**config.mk**
```make
export PLATFORM = sky130hd
export DESIGN_NAME = pc_sequencer
export DESIGN_NICKNAME = d
export VERILOG_FILES = /design/src/rtl/pc_pkg.sv /design/src/rtl/pc_target_calc.sv /design/src/rtl/pc_sequencer.sv
export SDC_FILE = /design/constraint.sdc
export NUM_CORES = 1
export LEC_CHECK = 0
export ABC_AREA = 1
export CAP_MARGIN = 5
export CORE_AREA = 2 2 149 151
export CTS_CLUSTER_SIZE = 12
export DETAILED_ROUTE_END_ITERATION = 8
export DIE_AREA = 0 0 151 153
export PLACE_DENSITY = 0.66
export SYNTH_ARGS = -nofsm -noshare
export SYNTH_HDL_FRONTEND = slang
export SYNTH_SLANG_ARGS = --single-unit
```
**constraint.sdc**
```tcl
create_clock -name CLK -period 2.9 [get_ports CLK]
set_clock_uncertainty 0.1 [all_clocks]
set_input_delay 0.435 -clock CLK [delete_from_list [all_inputs] [get_ports CLK]]
set_output_delay 0.435 -clock CLK [all_outputs]
set_load 0.02 [all_outputs]
```
**src/rtl/pc_pkg.sv**
```systemverilog
// rtl/pc_pkg.sv - shared encodings for the program-counter sequencer
package pc_pkg;

    localparam logic [1:0] PC_SEQ    = 2'b00;
    localparam logic [1:0] PC_BRANCH = 2'b01;
    localparam logic [1:0] PC_JUMP   = 2'b10;
    localparam logic [1:0] PC_REG    = 2'b11;

    typedef enum logic {
        ST_RUN  = 1'b0,
        ST_HALT = 1'b1
    } pc_state_t;

endpackage

```
**src/rtl/pc_target_calc.sv**
```systemverilog
// rtl/pc_target_calc.sv - combinational next-PC candidate mux and alignment check
module pc_target_calc
    import pc_pkg::*;
#(
    parameter int WIDTH   = 32,
    parameter int INC     = 4,
    parameter int IMM_W   = 16,
    parameter int JADDR_W = 26
) (
    input  logic [WIDTH-1:0]   curpc,
    input  logic [1:0]         pcsrc,
    input  logic [IMM_W-1:0]   immediate,
    input  logic [JADDR_W-1:0] jumpaddr,
    input  logic [WIDTH-1:0]   regtarget,
    input  logic               halted,
    output logic [WIDTH-1:0]   candidate,
    output logic [WIDTH-1:0]   nextpc,
    output logic               reg_misaligned
);

    localparam int S  = $clog2(INC);
    localparam int JW = JADDR_W + S;

    logic [WIDTH-1:0] seq;
    logic [WIDTH-1:0] imm_ext;
    logic [WIDTH-1:0] branch_c;
    logic [WIDTH-1:0] jump_c;

    assign seq      = curpc + WIDTH'(INC);
    assign imm_ext  = WIDTH'($signed(immediate));
    assign branch_c = seq + (imm_ext << S);

    // The jump field keeps the upper segment of seq only when it is narrower than the PC.
    generate
        if (JW >= WIDTH) begin : g_jump_full
            assign jump_c = WIDTH'(jumpaddr) << S;
        end else begin : g_jump_region
            assign jump_c = {seq[WIDTH-1:JW], JW'(jumpaddr) << S};
        end
    endgenerate

    always_comb begin
        candidate = seq;
        case (pcsrc)
            PC_SEQ:    candidate = seq;
            PC_BRANCH: candidate = branch_c;
            PC_JUMP:   candidate = jump_c;
            PC_REG:    candidate = regtarget;
            default:   candidate = seq;
        endcase
    end

    assign reg_misaligned = (regtarget & WIDTH'(INC - 1)) != '0;
    assign nextpc         = halted ? seq : candidate;

endmodule

```
**src/rtl/pc_sequencer.sv**
```systemverilog
// rtl/pc_sequencer.sv - PC register, RUN/HALT FSM and saturating retired counter
module pc_sequencer
    import pc_pkg::*;
#(
    parameter int               WIDTH        = 32,
    parameter int               INC          = 4,
    parameter int               IMM_W        = 16,
    parameter int               JADDR_W      = 26,
    parameter logic [WIDTH-1:0] RESET_VECTOR = '0,
    parameter int               CNT_W        = 32
) (
    input  logic               CLK,
    input  logic               Reset,
    input  logic               PCWre,
    input  logic [1:0]         PCSrc,
    input  logic [IMM_W-1:0]   immediate,
    input  logic [JADDR_W-1:0] jumpAddr,
    input  logic [WIDTH-1:0]   regTarget,
    input  logic               halt,
    output logic [WIDTH-1:0]   curPC,
    output logic [WIDTH-1:0]   nextPC,
    output logic               halted,
    output logic               misaligned,
    output logic [CNT_W-1:0]   retired
);

    pc_state_t        state, state_n;
    logic [WIDTH-1:0] pc_q, pc_n;
    logic             mis_q, mis_n;
    logic [CNT_W-1:0] cnt_q, cnt_n;
    logic [WIDTH-1:0] candidate;
    logic             reg_misaligned;

    pc_target_calc #(
        .WIDTH   (WIDTH),
        .INC     (INC),
        .IMM_W   (IMM_W),
        .JADDR_W (JADDR_W)
    ) u_target (
        .curpc          (pc_q),
        .pcsrc          (PCSrc),
        .immediate      (immediate),
        .jumpaddr       (jumpAddr),
        .regtarget      (regTarget),
        .halted         (state == ST_HALT),
        .candidate      (candidate),
        .nextpc         (nextPC),
        .reg_misaligned (reg_misaligned)
    );

    always_ff @(posedge CLK) begin
        if (!Reset) begin
            state <= ST_RUN;
            pc_q  <= RESET_VECTOR;
            mis_q <= 1'b0;
            cnt_q <= '0;
        end else begin
            state <= state_n;
            pc_q  <= pc_n;
            mis_q <= mis_n;
            cnt_q <= cnt_n;
        end
    end

    // Priority in RUN: halt request, stall, register-jump trap, then update.
    always_comb begin
        state_n = state;
        pc_n    = pc_q;
        mis_n   = mis_q;
        cnt_n   = cnt_q;
        if (state == ST_RUN) begin
            if (halt) begin
                state_n = ST_HALT;
            end else if (!PCWre) begin
                state_n = ST_RUN;
            end else if (PCSrc == PC_REG && reg_misaligned) begin
                mis_n   = 1'b1;
                state_n = ST_HALT;
            end else begin
                pc_n = candidate;
                if (cnt_q != '1) begin
                    cnt_n = cnt_q + CNT_W'(1);
                end
            end
        end
    end

    assign curPC      = pc_q;
    assign halted     = (state == ST_HALT);
    assign misaligned = mis_q;
    assign retired    = cnt_q;

endmodule

```
Word level (Yosys, flattened, before mapping). Cells that the tools add are included. Widths: inputs -> output; s select.

Bits in latches: 0. Flip-flop bits (word level): 66. Bits in read-only memories: 0. Bits of input ports: 80. Memories: 0. Memory bits (writable): 0. Output and inout bits: 98.

$lt $le $gt $ge: 0. Multiplexer cells: 6. Equal/unequal tests: 4. Reduce and logical (&&, ||, !) cells: 6. Div/mod/pow operators: 0. Bitwise gates (word level): 3. Multipliers: 0. Add/sub/neg operators: 3. Shift-type cells: 0.

Operators by type and width (number): $pmux 32 s4 (1); $add 32x1->32 const B (1); $add 32x3->32 const B (1); $add 32x32->32 (1); $mux 32 (1); $ne 32x32->1 const B (1); $reduce_bool 32->1 (1); $reduce_and 4->1 (2); $reduce_and 5->1 (1); $eq 2x2->1 const B (2); $mux 1 (4); $not 1->1 (3); $eq 2x1->1 const B (1); $logic_not 2->1 (1); $logic_and 1x1->1 (1).

Logic depth before layout (Yosys ltp).
Depth after elaboration: 6. Depth in mapped cells: 25. Depth with buffers taken out: 25.

By module. Synthesis repeated with hierarchy kept, for this count alone.

Cells, all modules: 1328. Area, all modules: 7439.6 sq um.

Modules (own cells, without submodules): pc_target_calc (seq. area each 0.0 sq um, instances 1, area an instance 4214.0 sq um, cells each 848); pc_sequencer (seq. area each 1321.3 sq um, instances 1, area an instance 3225.6 sq um, cells each 480).

Least setup slack after synthesis. Ideal clock, no wire load.

Path kind: flip-flop to output port. From: reg pc_q[2], in the netlist curPC[2]. To: out nextPC[24]. Setup slack: -0.379 ns. Buffers on the path: 0. Arrival: 2.744 ns. Cell stages (with the launch flop): 21. Path through: dfxtp_1 -> ha_1 -> nand2_1 -> nor2_1 -> inv_1 -> nor3_1 -> nand2_1 -> nand2_1 -> inv_1 -> ha_1 -> nand2_1 -> nor2_1 -> nand2_1 -> nor2_1 -> nand2_1 -> nand3_1 -> nand2_1 -> nand3_1 -> nand3_1 -> nand2_1 -> o21ai_0.

Longest elaborated chain between the ends: 4.

Ends and longest elaborated chain: start, declared (line pc_sequencer.sv:28) `logic [WIDTH-1:0] pc_q, pc_n;`; start signal, assigned (line pc_sequencer.sv:59) `pc_q <= pc_n;`; $add 32x3->32 (*) (line pc_target_calc.sv:29) `assign seq = curpc + WIDTH'(INC);`; $add 32x32->32 (line pc_target_calc.sv:31) `assign branch_c = seq + (imm_ext << S);`; $pmux 32 s4 (line pc_target_calc.sv:44) `case (pcsrc)`; $mux 32 (*) (line pc_target_calc.sv:54) `assign nextpc = halted ? seq : candidate;`; end, declared (line pc_sequencer.sv:21) `output logic [WIDTH-1:0] nextPC,`.

Mark *: on every way between the ends. The rest lies on a longest branch, timed or not.

Final worst setup path.
From: reg pc_q[8], in the netlist curPC[8]. To: out nextPC[15].

The elaborated chain is that of the path after synthesis.

==> qor.txt <==
Crit Path Class - flip-flop to output pin
Layout Nets - 1945
Antenna Diode Count - 0
Req. time, crit path - 2370 ps
DP HPWL - 25.7 mm
Post-Syn Instances - 1344
DP Worst Slack - -1160 ps
RSZ-0062 raised after global routing - yes
Setup WS post-layout - -926 ps
post-placement cell area - 11700 µm²
RePlAce Congestion - 0.921
core area - 21500 µm²
CP startpoint kind - flip-flop
GRT Resource Usage Total - 29.2%
Buffers on Ports - 177
element type at the critical path end - output pin
worst reg-to-reg setup slack - -880 ps
reg2reg start - curPC[8]
crit path launch - curPC[8]
Psw - 1610 µW
largest cells by area after synthesis - nand2_1, dfxtp_1, inv_1
clock buffer count from CTS - 9
Post-DRT Antenna Nets - 0
initial antenna violation count - 0
CTS tree - built
post-route cell area - 14500 µm²
Hold WS - 374 ps
final period utilization - 132%
Die Footprint - 23100 µm²
Post-synth top cells - nand2_1, inv_1, nor2_1
total wire length - 35.7 mm
failing checks - setup timing
drt pass-1 iters - 5
area growth from synthesis to layout - 96.3%
initial core utilization - 34.4%
vias per cell - 5.15
Pwr Total - 4220 µW
#FFs+latches synth - 66
share of cells above drive strength 1 - 44.0%
Primary FF master, synth - dfxtp_1
Logic pwr share - 50.9%
syn_nets - 1461
pins over their slew limit - 0
Clk pwr share - 26.0%
first-pass GRT wire length - 53.0 mm
Pint - 2610 µW
Rows - 54
via count - 10874
worst vdd ir - 0.386 mV
most common cell in the netlist - nand2_1
total I/O pin count - 178
# setup viols final - 50
H-tree levels - 3
Net Sw Frac - 38.2%
setup_tns - -25410 ps
syn avg cell area - 5.50 µm²
reg-to-reg endpoint - curPC[21]
Ys Warns - 0
Tightest Hold Check Type - flip-flop to flip-flop
Flop pwr share - 23.1%
vias in the first global route - 10558
PwrDens - 291 nW/µm²
Post-Syn Area - 7390 µm²
P_leak - 0.00690 µW
Reg2Reg Depth - 26
GR Overflow Total - 0
CTS root buf - clkbuf_16
clk buf depth - 2
DRC violations left - 0
Worst Path Arrival - 3290 ps
clk slew on worst S/H paths - 70 ps
Synth async-reset ratio - 0%
Die Wd - 151 µm
initial drt markers - 669
Yosys top cell by area - nand2_1
MaxCap Viol Count - 0
sequential share of the synthesized area - 17.9%
Tmin final - 3830 ps
wire per inst - 16.9 µm
crit path max fanout - 5
Fmax achieved - 261 MHz
Sink Count - 66
Post-synth EDFFs - 0
Yosys cell types - 42
later-pin clock latency in the skew report - 350 ps
Chip Height - 153 µm
cts hold-fix bufs - 0
normalized max-slew margin - 59.1%
Slew @ Worst Pin - 613 ps
run status - complete, but fails checks
Worst Setup EP - nextPC[15]
post-synth top area share - 23.6%
largest net degree at the start of global routing - 52
Final Hold Vio Count - 0
[layout make-up]
type | instances | area (µm²)
Multi-Input combinational cell | 1025 | 7130
Fill cell | 1765 | 6980
Timing Repair Buffer | 508 | 4500
Sequential cell | 66 | 1390
Inverter | 218 | 833
Tap cell | 280 | 350
Clock buffer | 10 | 250
Clock inverter | 6 | 45.0
[state kept, by name, indices dropped and copies added, names as in the netlist]
name        count
retired        32
misaligned      1
halted          1
curPC          32
[cell usage in the layout (no fill, tap or decap), drive strengths merged]
master | netlist | routed
inv | 217 | 219
xor2 | 31 | 31
and2 | 3 | 3
nor3b | 4 | 4
or2 | 7 | 7
a211oi | 2 | 2
fa | 1 | 1
a21oi | 83 | 83
o211ai | 1 | 1
clkbuf | 21 | 10
o21ai | 67 | 67
nor2 | 121 | 121
nand3 | 81 | 81
a22o | 16 | 16
nand4 | 41 | 41
nor4 | 7 | 7
a22oi | 1 | 1
nand2 | 466 | 466
nor3 | 33 | 33
a221oi | 1 | 1
ha | 36 | 36
clkdlybuf4s50 | 0 | 147
xnor2 | 2 | 2
buf | 14 | 360
nand3b | 6 | 6
clkinv | 1 | 5
a21o | 2 | 2
o21bai | 5 | 5
dlygate4sd2 | 0 | 1
o22ai | 2 | 2
o2111ai | 4 | 4
a41oi | 1 | 1
dfxtp | 66 | 66
o21a | 1 | 1
[power groups by stage]
stage	logic [µW]	clock network [µW]	registers, µW
final	2150	1100	974
after global routing	2280	1170	978
after CTS	1940	1120	970
after detailed placement	1590	0	986
after global placement	1580	0	985
after floorplan	698	0	1030
[worst min path at each step]
| stage | from | to | slack, ps | cells past startpoint |
|---|---|---|---|---|
| floorplan | curPC[4] | curPC[4] | 420 | 2 |
| global placement | misaligned | misaligned | 360 | 2 |
| detailed placement | misaligned | misaligned | 360 | 2 |
| CTS | misaligned | misaligned | 380 | 2 |
| global route | misaligned | misaligned | 410 | 2 |
| finish | misaligned | misaligned | 370 | 2 |
[layer usage]
layer | global-route usage (%) | wire length [µm] | vias to the layer above
li1 | - | - | 5294
met4 | 16.7 | 2370 | 0
met3 | 5.28 | 2460 | 130
met5 | 0 | 0 | -
met1 | 36.0 | 14400 | 4967
met2 | 47.4 | 16500 | 483
[worst max-delay path, cell delays in order, from the launching register on]
cell and delay [ps]:
dfxtp_4 380, inv_4 50, buf_6 110, nor3_4 230, nand2_2 120, nor2_4 120, buf_6 120, xor2_4 270
ha_4 260, nand2_2 60, nand2_2 70, nand2_2 110, nand2_4 80, a21oi_4 140, nand2_4 110, a21oi_2 140
o21ai_1 80, nand3_1 120, nand2_1 80, nand2_2 130, buf_6 130
[stage by stage]
| stage | cells | utilization (%) |
|---|---|---|
| floorplan | 1344 | - |
| global placement | 2019 | 54.5 |
| detailed placement | 2019 | 54.5 |
| CTS | 2102 | 63.7 |
| global route | 2113 | 67.5 |
| finish | 2113 | 67.5 |
[what timing repair did]
action                     CTS  global route
gates resized for setup    461           195
pin swaps                  108           109
setup endpoints to repair   55            55
setup buffers               67            27
[cells by family after synthesis]
kind of cell,synth area share [%]
buffers and inverters,13.2
xor gates and xnor gates,3.91
DFF,17.9
and+or+nand+nor,44.5
AOI/OAI and AO/OA,14.2
adders and majority gates,6.37
Note: power is estimated with default switching activity, not from simulation.
